## src/rtl/trig_event_arbiter.sv

```systemverilog
// Round-robin arbiter that turns rising edges on N trigger inputs into serialised valid/ready events.
// Optional KEY_AUTOREPEAT_EN adds per-input hold counters that inject repeat requests.
module trig_event_arbiter #(
   parameter int unsigned N       = 4,
   parameter int unsigned IDXW    = 2,
   parameter int unsigned RPT_DLY = 50000000,
   parameter int unsigned RPT_PER = 10000000
) (
   input  logic            clk,
   input  logic            rst,
   input  logic [N-1:0]    in_trig,
   input  logic            evt_ready,
   input  logic            ovr_clr,
   output logic            evt_valid,
   output logic [IDXW-1:0] evt_idx,
   output logic [N-1:0]    pend,
   output logic [N-1:0]    ovr
);

   localparam int unsigned SW = IDXW + 1;

   // Reject parameter sets the index arithmetic cannot represent
   if (N < 2 || N > 16 || (1 << IDXW) < N || RPT_PER == 0 || RPT_PER > RPT_DLY) begin : g_bad_cfg
      $error("trig_event_arbiter: illegal parameter combination");
   end

   typedef enum logic {IDLE = 1'b0, OFFER = 1'b1} state_t;

   state_t          state;
   logic [N-1:0]    trig_d;
   logic [IDXW-1:0] ptr;
   logic [N-1:0]    rise;
   logic [N-1:0]    rpt;
   logic [N-1:0]    acc_vec;
   logic [N-1:0]    pend_nxt;
   logic [N-1:0]    ovr_nxt;
   logic            sel_found;
   logic [IDXW-1:0] sel_idx;
   logic [SW-1:0]   scan;

   assign rise = in_trig & ~trig_d;

`ifdef KEY_AUTOREPEAT_EN
   localparam int unsigned CW = $clog2(RPT_DLY + 1);

   logic [CW-1:0] hold_cnt [N];

   // A repeat fires on the edge where the hold count would reach RPT_DLY
   always_comb begin
      rpt = '0;
      for (int unsigned i = 0; i < N; i++) begin
         rpt[i] = in_trig[i] & ~rise[i] & (hold_cnt[i] == CW'(RPT_DLY - 1));
      end
   end

   always_ff @(posedge clk or posedge rst) begin
      if (rst) begin
         for (int unsigned i = 0; i < N; i++) hold_cnt[i] <= '0;
      end else begin
         for (int unsigned i = 0; i < N; i++) begin
            if (!in_trig[i] || rise[i])
               hold_cnt[i] <= '0;
            else if (rpt[i])
               hold_cnt[i] <= CW'(RPT_DLY - RPT_PER);
            else
               hold_cnt[i] <= hold_cnt[i] + CW'(1);
         end
      end
   end
`else
   assign rpt = '0;
`endif

   // One-hot of the request being accepted this cycle
   always_comb begin
      acc_vec = '0;
      if (state == OFFER && evt_ready) acc_vec[evt_idx] = 1'b1;
   end

   // A rise coinciding with its own accept is a fresh request, not an overrun
   assign pend_nxt = (pend & ~acc_vec) | rise | rpt;
   assign ovr_nxt  = (ovr & ~{N{ovr_clr}}) | (rise & pend & ~acc_vec);

   // Scan ptr, ptr+1, ... modulo N for the first pending request
   always_comb begin
      sel_found = 1'b0;
      sel_idx   = '0;
      scan      = '0;
      for (int unsigned k = 0; k < N; k++) begin
         scan = {1'b0, ptr} + SW'(k);
         if (scan >= SW'(N)) scan = scan - SW'(N);
         if (!sel_found && pend[scan[IDXW-1:0]]) begin
            sel_found = 1'b1;
            sel_idx   = scan[IDXW-1:0];
         end
      end
   end

   always_ff @(posedge clk or posedge rst) begin
      if (rst) begin
         trig_d <= '0;
         pend   <= '0;
         ovr    <= '0;
      end else begin
         trig_d <= in_trig;
         pend   <= pend_nxt;
         ovr    <= ovr_nxt;
      end
   end

   always_ff @(posedge clk or posedge rst) begin
      if (rst) begin
         state     <= IDLE;
         evt_valid <= 1'b0;
         evt_idx   <= '0;
         ptr       <= '0;
      end else begin
         case (state)
            IDLE: begin
               if (sel_found) begin
                  evt_idx   <= sel_idx;
                  evt_valid <= 1'b1;
                  state     <= OFFER;
               end
            end
            OFFER: begin
               if (evt_ready) begin
                  evt_valid <= 1'b0;
                  ptr       <= (evt_idx == IDXW'(N - 1)) ? '0 : evt_idx + IDXW'(1);
                  state     <= IDLE;
               end
            end
            default: begin
               evt_valid <= 1'b0;
               state     <= IDLE;
            end
         endcase
      end
   end

endmodule

```

## config.mk

```make
export PLATFORM = sky130hd
export DESIGN_NAME = trig_event_arbiter
export DESIGN_NICKNAME = d
export VERILOG_FILES = /design/src/rtl/trig_event_arbiter.sv
export SDC_FILE = /design/constraint.sdc
export NUM_CORES = 1
export LEC_CHECK = 0
export BUFFER_PORTS_ARGS = -buffer_cell sky130_fd_sc_hd__buf_2
export CAP_MARGIN = 20
export CORE_ASPECT_RATIO = 1.5
export CORE_UTILIZATION = 40
export CTS_CLUSTER_SIZE = 40
export DETAILED_ROUTE_END_ITERATION = 16
export SYNTH_ARGS = -nofsm -noshare
export SYNTH_HDL_FRONTEND = slang
export SYNTH_SLANG_ARGS = --single-unit
```

## constraint.sdc

```tcl
create_clock -name clk -period 2.5 [get_ports clk]
set_input_delay 0.5 -clock clk [delete_from_list [all_inputs] [get_ports clk]]
set_output_delay 0.5 -clock clk [all_outputs]
set_load 0.005 [all_outputs]
```

== Yosys cells after proc, flatten, opt, wreduce, memory -nomap -nowiden ==
Cells that the tools add are included.

* Add/subtract/negate cells: 8
* Magnitude comparators: 10
* Equality and inequality tests: 3
* Mux-type cells: 30
* Bitwise gates (word level): 11
* Reduce and logical (&&, ||, !) cells: 11

{| class="wikitable"
|+ Operators with widths
! kind !! count
|-
| AND 4 bit || 5
|-
| 2-to-1 mux 2 bit || 9
|-
| less-than comparator 2 x 3 -> 1 bit (second input constant) || 5
|-
| 2-to-1 mux 1 bit || 13
|-
| inverter 4 bit || 3
|-
| >= comparator 3 bit (second input constant) || 3
|-
| binary-select mux 1 bit (select 2 bit) || 4
|-
| OR 4 bit || 2
|-
| subtractor 2 x 1 -> 2 bit (second input constant) || 4
|-
| adder 2 x 2 -> 3 bit (second input constant) || 2
|-
| AND reduction 2 bit || 3
|-
| logical AND 1 bit || 5
|-
| 2-to-1 mux 4 bit || 1
|-
| inequality test 2 bit (second input constant) || 2
|-
| one-hot mux 1 bit (2 select lines) || 2
|-
| adder 2 x 1 -> 3 bit (second input constant) || 1
|-
| >= comparator 2 x 3 -> 1 bit (second input constant) || 1
|-
| logical NOT 1 bit || 3
|-
| adder 2 x 1 -> 2 bit (second input constant) || 1
|-
| demux 1 bit (select 2 bit) || 1
|-
| == test 2 bit (second input constant) || 1
|-
| >= comparator 2 x 1 -> 1 bit (second input constant) || 1
|-
| inverter 1 bit || 1
|}

* Register bits: 18
* Input bits: 8
* Output and inout bits: 11
* Logic and storage cells: 80

== Logic depth before layout (Yosys ltp) ==
Gate-level depths: netlist of run 1.

* Word-level depth: 16
* Depth in mapped cells: 5

== Worst setup path before layout of run 1 ==
No wires, ideal clock.

* Path kind: register to register
* Start point: register pend[0]
* End point: register evt_idx[0]
* Arrival: 1,036 ps
* Required time: 2,368 ps
* Setup slack: 1,331 ps
* Stages on the path, launching flop included: 4
* Buffers on the path: 0
* Cell sequence: dfrtp_1 -> nor4_2 -> or2_1 -> o41ai_2

* Longest elaborated chain between the ends: 13

{| class="wikitable"
|+ Ends and longest elaborated chain
! element !! RTL line !! RTL
|-
| from (decl) || 16 || <nowiki>output logic [N-1:0] pend,</nowiki>
|-
| from (signal assigned) || 106 || <nowiki>pend <= pend_nxt;</nowiki>
|-
| binary-select mux 1 bit (select 2 bit) || 92 || <nowiki>if (!sel_found && pend[scan[IDXW-1:0]]) begin</nowiki>
|-
| 2-to-1 mux 1 bit (implied by the code) || 92 ||
|-
| 2-to-1 mux 1 bit || 92 ||
|-
| logical NOT 1 bit || 92 ||
|-
| logical AND 1 bit || 92 ||
|-
| 2-to-1 mux 1 bit || 92 ||
|-
| logical NOT 1 bit || 92 ||
|-
| logical AND 1 bit || 92 ||
|-
| 2-to-1 mux 1 bit || 92 ||
|-
| logical NOT 1 bit || 92 ||
|-
| logical AND 1 bit || 92 ||
|-
| 2-to-1 mux 1 bit || 92 ||
|-
| AND reduction 2 bit (no source line) || - ||
|-
| to (signal assigned) || 121 || <nowiki>evt_idx <= sel_idx;</nowiki>
|-
| to (decl) || 15 || <nowiki>output logic [IDXW-1:0] evt_idx,</nowiki>
|}

Several ways; a longest one is shown, not always the timed one. The select of a mux whose other input is x is not followed.
A chain may end at the register's enable or synchronous reset.

== Worst setup path after layout of run 1 ==
* Start point: register pend[2]
* End point: output pend[2]

No word-level cell between the ends.

==> results.sh, run 1 <==
export IMPL_outcome="finished, final reports clean"
export IMPL_period_minus_slack_ps=1410
export IMPL_syn_avg_cell_area_um2=10.8
export IMPL_required_ps=2000
export IMPL_clockBufferDepth=2
export IMPL_finalSetupTns_ps=0
export IMPL_io_buffers=18
export IMPL_yosysSeqAreaShare_pct=55.1
export IMPL_wire_per_inst_um=12.9
export IMPL_critPathTopFamily="flip-flops"
export IMPL_io_pins=19
export IMPL_grt_pass1_vias=608
export IMPL_dp_hpwl_mm=1.16
export IMPL_worst_path_max_fanout=7
export IMPL_hold_buffers=0
export IMPL_cts_buffers=3
export IMPL_drt_initial_drc_count=10
export IMPL_finalSetupViolCount=0
export IMPL_syn_area_um2=817
export IMPL_cp_buffers_inverters=1
export IMPL_synth_top_area_cell="dfrtp_1"
export IMPL_max_freq_mhz=709
export IMPL_synthTopCellsByCount="18 x dfrtp_1, 11 x nand2_1, 9 x inv_1"
export IMPL_place_congestion=0.749
export IMPL_postCtsSetupBuffers=0
export IMPL_worst_pin_slew_ps=693
export IMPL_num_antenna_cells=0
export IMPL_cts_tree="done"
export IMPL_ant_nets=0
export IMPL_ys_flop_type="dfrtp_1"
export IMPL_cts_resized=0
export IMPL_p_per_area_mw_per_mm2=971
export IMPL_yosysWarnings=0
export IMPL_yosys_top_cells_area="dfrtp_1 55%, ha_1 6.1%, nand2_1 5.1%"
export IMPL_synth_top_cell_area_share_pct=55.1
export IMPL_period_share_pct=56.4
export IMPL_drive_gt1_share_pct=25.8
export IMPL_vias=583
export IMPL_rsz0062_at_grt="no"
export IMPL_max_stage_delay_ps=460
export IMPL_via_per_inst=4.94
export IMPL_h_tree_depth=1
export IMPL_leakage_nw=0.489
export IMPL_critPathCaptureType="output port"
export IMPL_combPwrFrac_pct=30.3
export IMPL_swShare_pct=35.7
export IMPL_wl_mm=1.53
export IMPL_yosysUniqueCellTypes=22
export IMPL_synth_cells=76
export IMPL_ir_drop_mv=0.609
export IMPL_yosysMostFrequentCell="dfrtp_1"
export IMPL_fin_skew_ps=0.505
export IMPL_die_area_mm2=0.00223
export IMPL_slew_viol_final=0
export IMPL_syn2layout_area_growth_pct=17.3
export IMPL_grt_max_degree=19
export IMPL_p_total_mw=0.930
export IMPL_antenna_found_initial=0
export IMPL_die_w_um=38.9
export IMPL_nets=110
export IMPL_finalHoldViolCount=0
export IMPL_core_area_mm2=0.00188
export IMPL_cts_sink_count=18
export IMPL_clkLatencyLatePin_ps=290
export IMPL_maxCapViolations=0
export IMPL_slew_headroom_pct=53.8
export IMPL_clkPwrFrac_pct=19.3
export IMPL_holdWs_ps=294
export IMPL_worstSetupPathType="flop to output port"
export IMPL_ys_ff_latch=18
export IMPL_power_switching_mw=0.332
export IMPL_worst_slack_ps=1090
export IMPL_async_flop_share_pct=100
export IMPL_power_frac_seq_pct=50.3
export IMPL_grt_pass1_wl_mm=2.76
export IMPL_post_place_ws_ps=1230
export IMPL_root_buffer="clkbuf_4"
export IMPL_cp_arrival_ps=910
export IMPL_dr_pass1_iters=4
export IMPL_rows=19
export IMPL_cp_start_kind="flop"
export IMPL_slowest_stage="dfrtp_1"
export IMPL_internal_power_mw=0.598
export IMPL_nFillCells=186
export IMPL_drc=0
export IMPL_track_usage_pct=18.2
export IMPL_synth_edf_count=0
export IMPL_initial_utilization_pct=43.5
export IMPL_gr_total_overflow=0
export IMPL_chipHeight_um=57.4
export IMPL_cts_clk_slew_worst_paths_ps=100
export IMPL_cp_cell_sequence="buf_2"
export IMPL_syn_num_nets=88
export IMPL_holdCritPathClass="input port to asynchronous set/reset pin"
worst paths after layout:
check	to	from	slack [ps]	depth (start not counted)
worst max register to register	evt_idx[1]$_DFFE_PP0P_	pend[0]$_DFF_PP0_	1240	3
max in group asynchronous	ptr[1]$_DFFE_PP0P_	rst	1770	2
worst min register to register	pend[3]$_DFF_PP0_	trig_d[3]$_DFF_PP0_	520	2
worst min-delay path	trig_d[1]$_DFF_PP0_	rst	290	2
worst max-delay path	pend[2]	pend[2]$_DFF_PP0_	1090	1
min in group clk	trig_d[2]$_DFF_PP0_	in_trig[2]	320	1
routing by layer:
layer	up-vias	global-route usage [%]	wire length (µm)
met5	-	0	0
met4	0	13.3	53
met3	4	3.50	39
met2	14	27.1	740
met1	269	22.7	692
li1	296	-	-
flip-flops by register name, summed over array words and instances (netlist names):
register	flops
evt_idx	2
ovr	4
state	1
evt_valid	1
ptr	2
trig_d	4
pend	4
per-stage QoR:
step | std cells | utilization, % | cell area, µm²
final | 118 | 51.0 | 958
after global routing | 118 | 51.0 | 958
after CTS | 118 | 51.0 | 958
after detailed placement | 114 | 49.1 | 922
after global placement | 114 | 49.1 | 922
after floorplan | 76 | - | 817
cell families (layout without fill, tap and decap cells):
family	count (synthesis)	in the layout	share of synthesized area [%]
AO/OA/AOI/OAI	14	14	11.9
adder cells (fa/ha/maj)	4	4	6.13
buffers and inverters	10	31	5.51
flip-flops	18	18	55.1
multiplexers	3	3	3.83
AND/OR/NAND/NOR	27	27	17.5
layout by cell type, fill, tap and decap left out:
cell / n
clkbuf_8: 1
nor2b_2: 1
or2_1: 1
clkbuf_4: 3
o31ai_1: 2
buf_2: 18
mux2i_1: 2
a21oi_1: 2
nand2b_1: 5
dfrtp_1: 18
o21ai_1: 1
o22ai_1: 4
a21o_1: 1
inv_1: 9
mux2_1: 1
ha_1: 4
a311oi_1: 1
or2b_1: 2
o41ai_2: 1
nand2_1: 11
o21ai_0: 2
nor4_2: 1
nor2_1: 2
nand3_1: 4
power groups by stage:
stage                     Combinational [mW]  Clock, mW  Sequential (mW)
after floorplan                        0.183          0            0.456
after global placement                 0.285          0            0.471
after detailed placement               0.284          0            0.475
after CTS                              0.287      0.187            0.469
after global routing                   0.333      0.201            0.485
final                                  0.282      0.180            0.468
final cells by class:
| type | instances | area [µm²] | area share [%] |
|---|---|---|---|
| well taps | 21 | 26.3 | 2.74 |
| multi-input cells | 48 | 322 | 33.6 |
| clock buffers | 4 | 36.3 | 3.79 |
| flip-flops and latches | 18 | 450 | 47.0 |
| inverters | 9 | 33.8 | 3.52 |
| repair buffers | 18 | 90.1 | 9.40 |
Note: power is estimated with default switching activity, not from simulation.
==> run 2, diff against run 1 <==
clock period = 1.2 ns   (was 2.5 ns; I/O delays follow)
==> results.sh, run 2 (synthesis results as in run 1) <==
export IMPL_nFillCells=170
export IMPL_cp_startpoint="evt_idx[0]$_DFFE_PP0P_"
export IMPL_cp_start_kind="flop"
export IMPL_period_share_pct=108
export IMPL_syn2layout_area_growth_pct=42.0
export IMPL_cts_sink_count=18
export IMPL_period_minus_slack_ps=1300
export IMPL_p_per_area_mw_per_mm2=2130
export IMPL_ant_nets=0
export IMPL_critPathTopFamily="flip-flops"
export IMPL_finalHoldViolCount=0
export IMPL_fin_skew_ps=3.40
export IMPL_power_frac_seq_pct=39.1
export IMPL_ir_drop_mv=1.21
export IMPL_die_w_um=38.9
export IMPL_reg2reg_slack_ps=-50
export IMPL_gr_total_overflow=0
export IMPL_clkLatencyLatePin_ps=290
export IMPL_top_regs="ovr (4), pend (4), trig_d (4)"
export IMPL_min_to="trig_d[2]$_DFF_PP0_"
export IMPL_dr_pass1_iters=4
export IMPL_layout_cells_most_common="dfrtp_1"
export IMPL_final_cell_mix="16 x dfrtp_1, 14 x buf_2, 9 x nand2_1, 9 x buf_6"
export IMPL_critPathCaptureType="output port"
export IMPL_core_area_mm2=0.00188
export IMPL_crit_top_cell="buf_6"
export IMPL_finalSetupTns_ps=-160
export IMPL_leakage_nw=0.581
export IMPL_dp_cells=121
export IMPL_worstSetupPathType="flop to output port"
export IMPL_holdCritPathClass="input port to flop"
export IMPL_combPwrFrac_pct=45.4
export IMPL_slowest_stage="dfrtp_1"
export IMPL_final_cells=132
export IMPL_wire_per_inst_um=13.7
export IMPL_swShare_pct=35.1
export IMPL_nets=124
export IMPL_slew_headroom_pct=79.3
export IMPL_grt_max_degree=19
export IMPL_drive_gt1_share_pct=45.0
export IMPL_cp_cell_sequence="buf_6 -> buf_6 -> buf_6"
export IMPL_via_per_inst=5.14
export IMPL_required_ps=960
export IMPL_num_antenna_cells=0
export IMPL_final_area_mm2=0.00116
export IMPL_violations="negative setup slack"
export IMPL_hold_depth=1
export IMPL_die_area_mm2=0.00223
export IMPL_grt_pass1_vias=685
export IMPL_finalSetupViolCount=4
export IMPL_cts_tree="done"
export IMPL_io_buffers=18
export IMPL_worst_path_max_fanout=2
export IMPL_cts_buffers=3
export IMPL_worst_slack_ps=-97.1
export IMPL_rows=19
export IMPL_maxCapViolations=0
export IMPL_track_usage_pct=18.4
export IMPL_p_total_mw=2.47
export IMPL_slew_viol_final=0
export IMPL_cts_clk_slew_worst_paths_ps=110
export IMPL_internal_power_mw=1.60
export IMPL_regToRegEndpoint="ptr[1]$_DFFE_PP0P_"
export IMPL_cp_buffers_inverters=3
export IMPL_io_pins=19
export IMPL_root_buffer="clkbuf_4"
export IMPL_dp_hpwl_mm=1.22
export IMPL_clockBufferDepth=2
export IMPL_chipHeight_um=57.4
export IMPL_vias=678
export IMPL_cp_arrival_ps=1060
export IMPL_clkPwrFrac_pct=15.5
export IMPL_reg2reg_from="evt_idx[0]$_DFFE_PP0P_"
export IMPL_max_stage_delay_ps=430
export IMPL_placed_area_um2=975
export IMPL_max_freq_mhz=771
export IMPL_initial_utilization_pct=43.5
export IMPL_rsz0062_at_grt="yes"
export IMPL_drt_initial_drc_count=8
export IMPL_power_switching_mw=0.866
export IMPL_holdWs_ps=56.4
export IMPL_antenna_found_initial=0
export IMPL_r2r_cells=4
export IMPL_drc=0
export IMPL_min_from="in_trig[2]"
export IMPL_wl_mm=1.81
export IMPL_worst_pin_slew_ps=308
export IMPL_outcome="complete, but fails checks"
export IMPL_place_congestion=0.692
export IMPL_h_tree_depth=1
export IMPL_grt_pass1_wl_mm=2.82
[run 2: power groups by stage]
| stage | Clock [mW] | Combinational, mW | Sequential [mW] |
|---|---|---|---|
| 3_3_place_gp | 0 | 0.761 | 0.929 |
| 3_5_place_dp | 0 | 0.766 | 0.942 |
| 2_1_floorplan | 0 | 0.381 | 0.950 |
| 4_1_cts | 0.388 | 1.00 | 0.948 |
| 5_1_grt | 0.414 | 1.23 | 0.991 |
| 6_report | 0.384 | 1.12 | 0.965 |
[run 2: cell type report]
class	count	area (µm²)	share of cell area, %
inverter	9	33.8	2.91
clock buffer	4	36.3	3.13
sequential	18	453	39.1
timing repair buffer	32	241	20.8
tap	21	26.3	2.27
multi-input combinational	48	369	31.8
[run 2: metrics by stage]
step	utilization [%]	setup slack [ps]
after floorplan	-	31.4
after global placement	51.9	13.1
after detailed placement	51.9	-35.2
after CTS	58.8	-96.7
after global routing	61.8	-125
final	61.8	-97.1
[run 2: metal layers]
layer | up-vias | global-route usage [%] | share of wire (%)
met5 | - | 0 | 0
met4 | 0 | 12.3 | 2.0
met3 | 5 | 4.28 | 3.2
met2 | 15 | 31.2 | 54
met1 | 333 | 19.0 | 41
li1 | 325 | - | -
[run 2: worst max-delay path by stage]
stage	cells after the start	end	slack, ps
after floorplan	3	evt_idx[0]$_DFFE_PP0P_	30
after global placement	3	evt_idx[1]$_DFFE_PP0P_	10
after detailed placement	3	evt_idx[1]$_DFFE_PP0P_	-40
after CTS	3	evt_idx[0]	-100
after global routing	3	evt_idx[0]	-120
final	3	evt_idx[0]	-100
[run 2: timing repair]
action                     in CTS  in global routing
hold buffers                    1                  0
setup buffers                   4                  2
hold endpoints to repair       18                  0
pin swaps                       1                  3
gates resized for setup        10                 12
setup endpoints to repair       6                 14
==> run 3, diff against run 2 <==
clock period = 1.6 ns   (was 1.2 ns; I/O delays follow)
==> results.sh, run 3 (synthesis results as in run 1) <==
export IMPL_outcome="finished, final reports clean"
export IMPL_chipHeight_um=57.4
export IMPL_initial_utilization_pct=43.5
export IMPL_hold_buffers=0
export IMPL_rsz0062_at_grt="no"
export IMPL_h_tree_depth=1
export IMPL_io_pins=19
export IMPL_drt_initial_drc_count=11
export IMPL_syn2layout_area_growth_pct=19.1
export IMPL_max_freq_mhz=770
export IMPL_cts_clk_slew_worst_paths_ps=100
export IMPL_worst_pin_slew_ps=391
export IMPL_ant_nets=0
export IMPL_clkPwrFrac_pct=18.6
export IMPL_wire_per_inst_um=12.6
export IMPL_holdWs_ps=18.6
export IMPL_nets=112
export IMPL_wl_mm=1.52
export IMPL_ir_drop_mv=0.785
export IMPL_slew_viol_final=0
export IMPL_antenna_found_initial=0
export IMPL_grt_max_degree=19
export IMPL_slowest_stage="dfrtp_1"
export IMPL_cts_resized=0
export IMPL_die_w_um=38.9
export IMPL_power_switching_mw=0.527
export IMPL_cp_arrival_ps=980
export IMPL_fin_skew_ps=2.45
export IMPL_internal_power_mw=0.951
export IMPL_grt_pass1_vias=605
export IMPL_top_regs="ovr (4), pend (4), trig_d (4)"
export IMPL_gr_total_overflow=0
export IMPL_core_area_mm2=0.00188
export IMPL_cts_buffers=3
export IMPL_postCtsSetupBuffers=0
export IMPL_root_buffer="clkbuf_4"
export IMPL_final_cell_mix="18 x dfrtp_1, 18 x buf_2, 11 x nand2_1"
export IMPL_clkLatencyLatePin_ps=290
export IMPL_maxCapViolations=0
export IMPL_worst_path_max_fanout=5
export IMPL_p_total_mw=1.48
export IMPL_finalSetupTns_ps=0
export IMPL_seqCellArea_um2=450
export IMPL_num_antenna_cells=0
export IMPL_finalSetupViolCount=0
export IMPL_required_ps=1280
export IMPL_critPathCaptureType="output port"
export IMPL_finalHoldViolCount=0
export IMPL_combPwrFrac_pct=32.7
export IMPL_drc=0
export IMPL_period_share_pct=81.2
export IMPL_rows=19
export IMPL_period_minus_slack_ps=1300
export IMPL_power_frac_seq_pct=48.7
export IMPL_io_buffers=18
export IMPL_cp_cell_sequence="buf_4 -> buf_2"
export IMPL_clockBufferDepth=2
export IMPL_die_area_mm2=0.00223
export IMPL_worstSetupPathType="flop to output port"
export IMPL_multi_input_area_um2=322
export IMPL_via_per_inst=5.05
export IMPL_vias=606
export IMPL_drive_gt1_share_pct=27.3
export IMPL_grt_pass1_wl_mm=2.69
export IMPL_cp_start_kind="flop"
export IMPL_cts_sink_count=18
export IMPL_swShare_pct=35.7
export IMPL_cts_tree="done"
export IMPL_holdCritPathClass="input port to asynchronous set/reset pin"
export IMPL_leakage_nw=0.499
export IMPL_dp_hpwl_mm=1.17
export IMPL_track_usage_pct=17.5
export IMPL_nFillCells=173
export IMPL_p_per_area_mw_per_mm2=1520
export IMPL_max_stage_delay_ps=410
export IMPL_slew_headroom_pct=73.7
export IMPL_dr_pass1_iters=4
export IMPL_reg2reg_slack_ps=330
export IMPL_place_congestion=0.767
==> run 3: cell type report <==
class	count	share of cell area [%]
repair buffers	20	10.8
inverters	9	3.47
clock buffers	4	3.73
well taps	21	2.70
multi-input cells	48	33.0
flip-flops and latches	18	46.3
==> run 3: worst max-delay path: cells and delay by family (launching register included) <==
family                 cells  cell delay, ps
flip-flops                 1             410
buffers and inverters      2             280
==> run 3: power by group through the flow <==
stage	Combinational, mW	Sequential (mW)	Clock, mW
final	0.483	0.720	0.275
after CTS	0.493	0.719	0.285
after global routing	0.559	0.739	0.307
after global placement	0.476	0.727	0
after detailed placement	0.485	0.729	0
after floorplan	0.286	0.712	0
==> run 3: final timing paths <==
kind,startpoint,end,cells after the start
max in group asynchronous,rst,ptr[0]$_DFFE_PP0P_,3
setup reg to reg,pend[0]$_DFF_PP0_,evt_idx[1]$_DFFE_PP0P_,3
hold / removal,rst,trig_d[1]$_DFF_PP0_,3
min in group clk,in_trig[0],trig_d[0]$_DFF_PP0_,1
setup / recovery,evt_idx[0]$_DFFE_PP0P_,evt_idx[0],2
hold reg to reg,trig_d[3]$_DFF_PP0_,pend[3]$_DFF_PP0_,2
==> run 3: per-layer routing <==
layer	track usage, %	part of all wire (%)	vias to the layer above	wire (µm)
met2	28.1	53	12	796
met1	22.2	44	288	667
met5	0	0	-	0
li1	-	-	304	-
met4	10.3	0.92	0	14
met3	1.17	2.4	2	37
==> run 3: through the flow <==
| step | instance area [µm²] | std cells | setup slack, ps | util [%] |
|---|---|---|---|---|
| final | 973 | 120 | 301 | 51.8 |
| after global routing | 973 | 120 | 180 | 51.8 |
| after CTS | 973 | 120 | 298 | 51.8 |
| after detailed placement | 937 | 116 | 340 | 49.9 |
| after global placement | 937 | 116 | 395 | 49.9 |
| after floorplan | 817 | 76 | 431 | - |
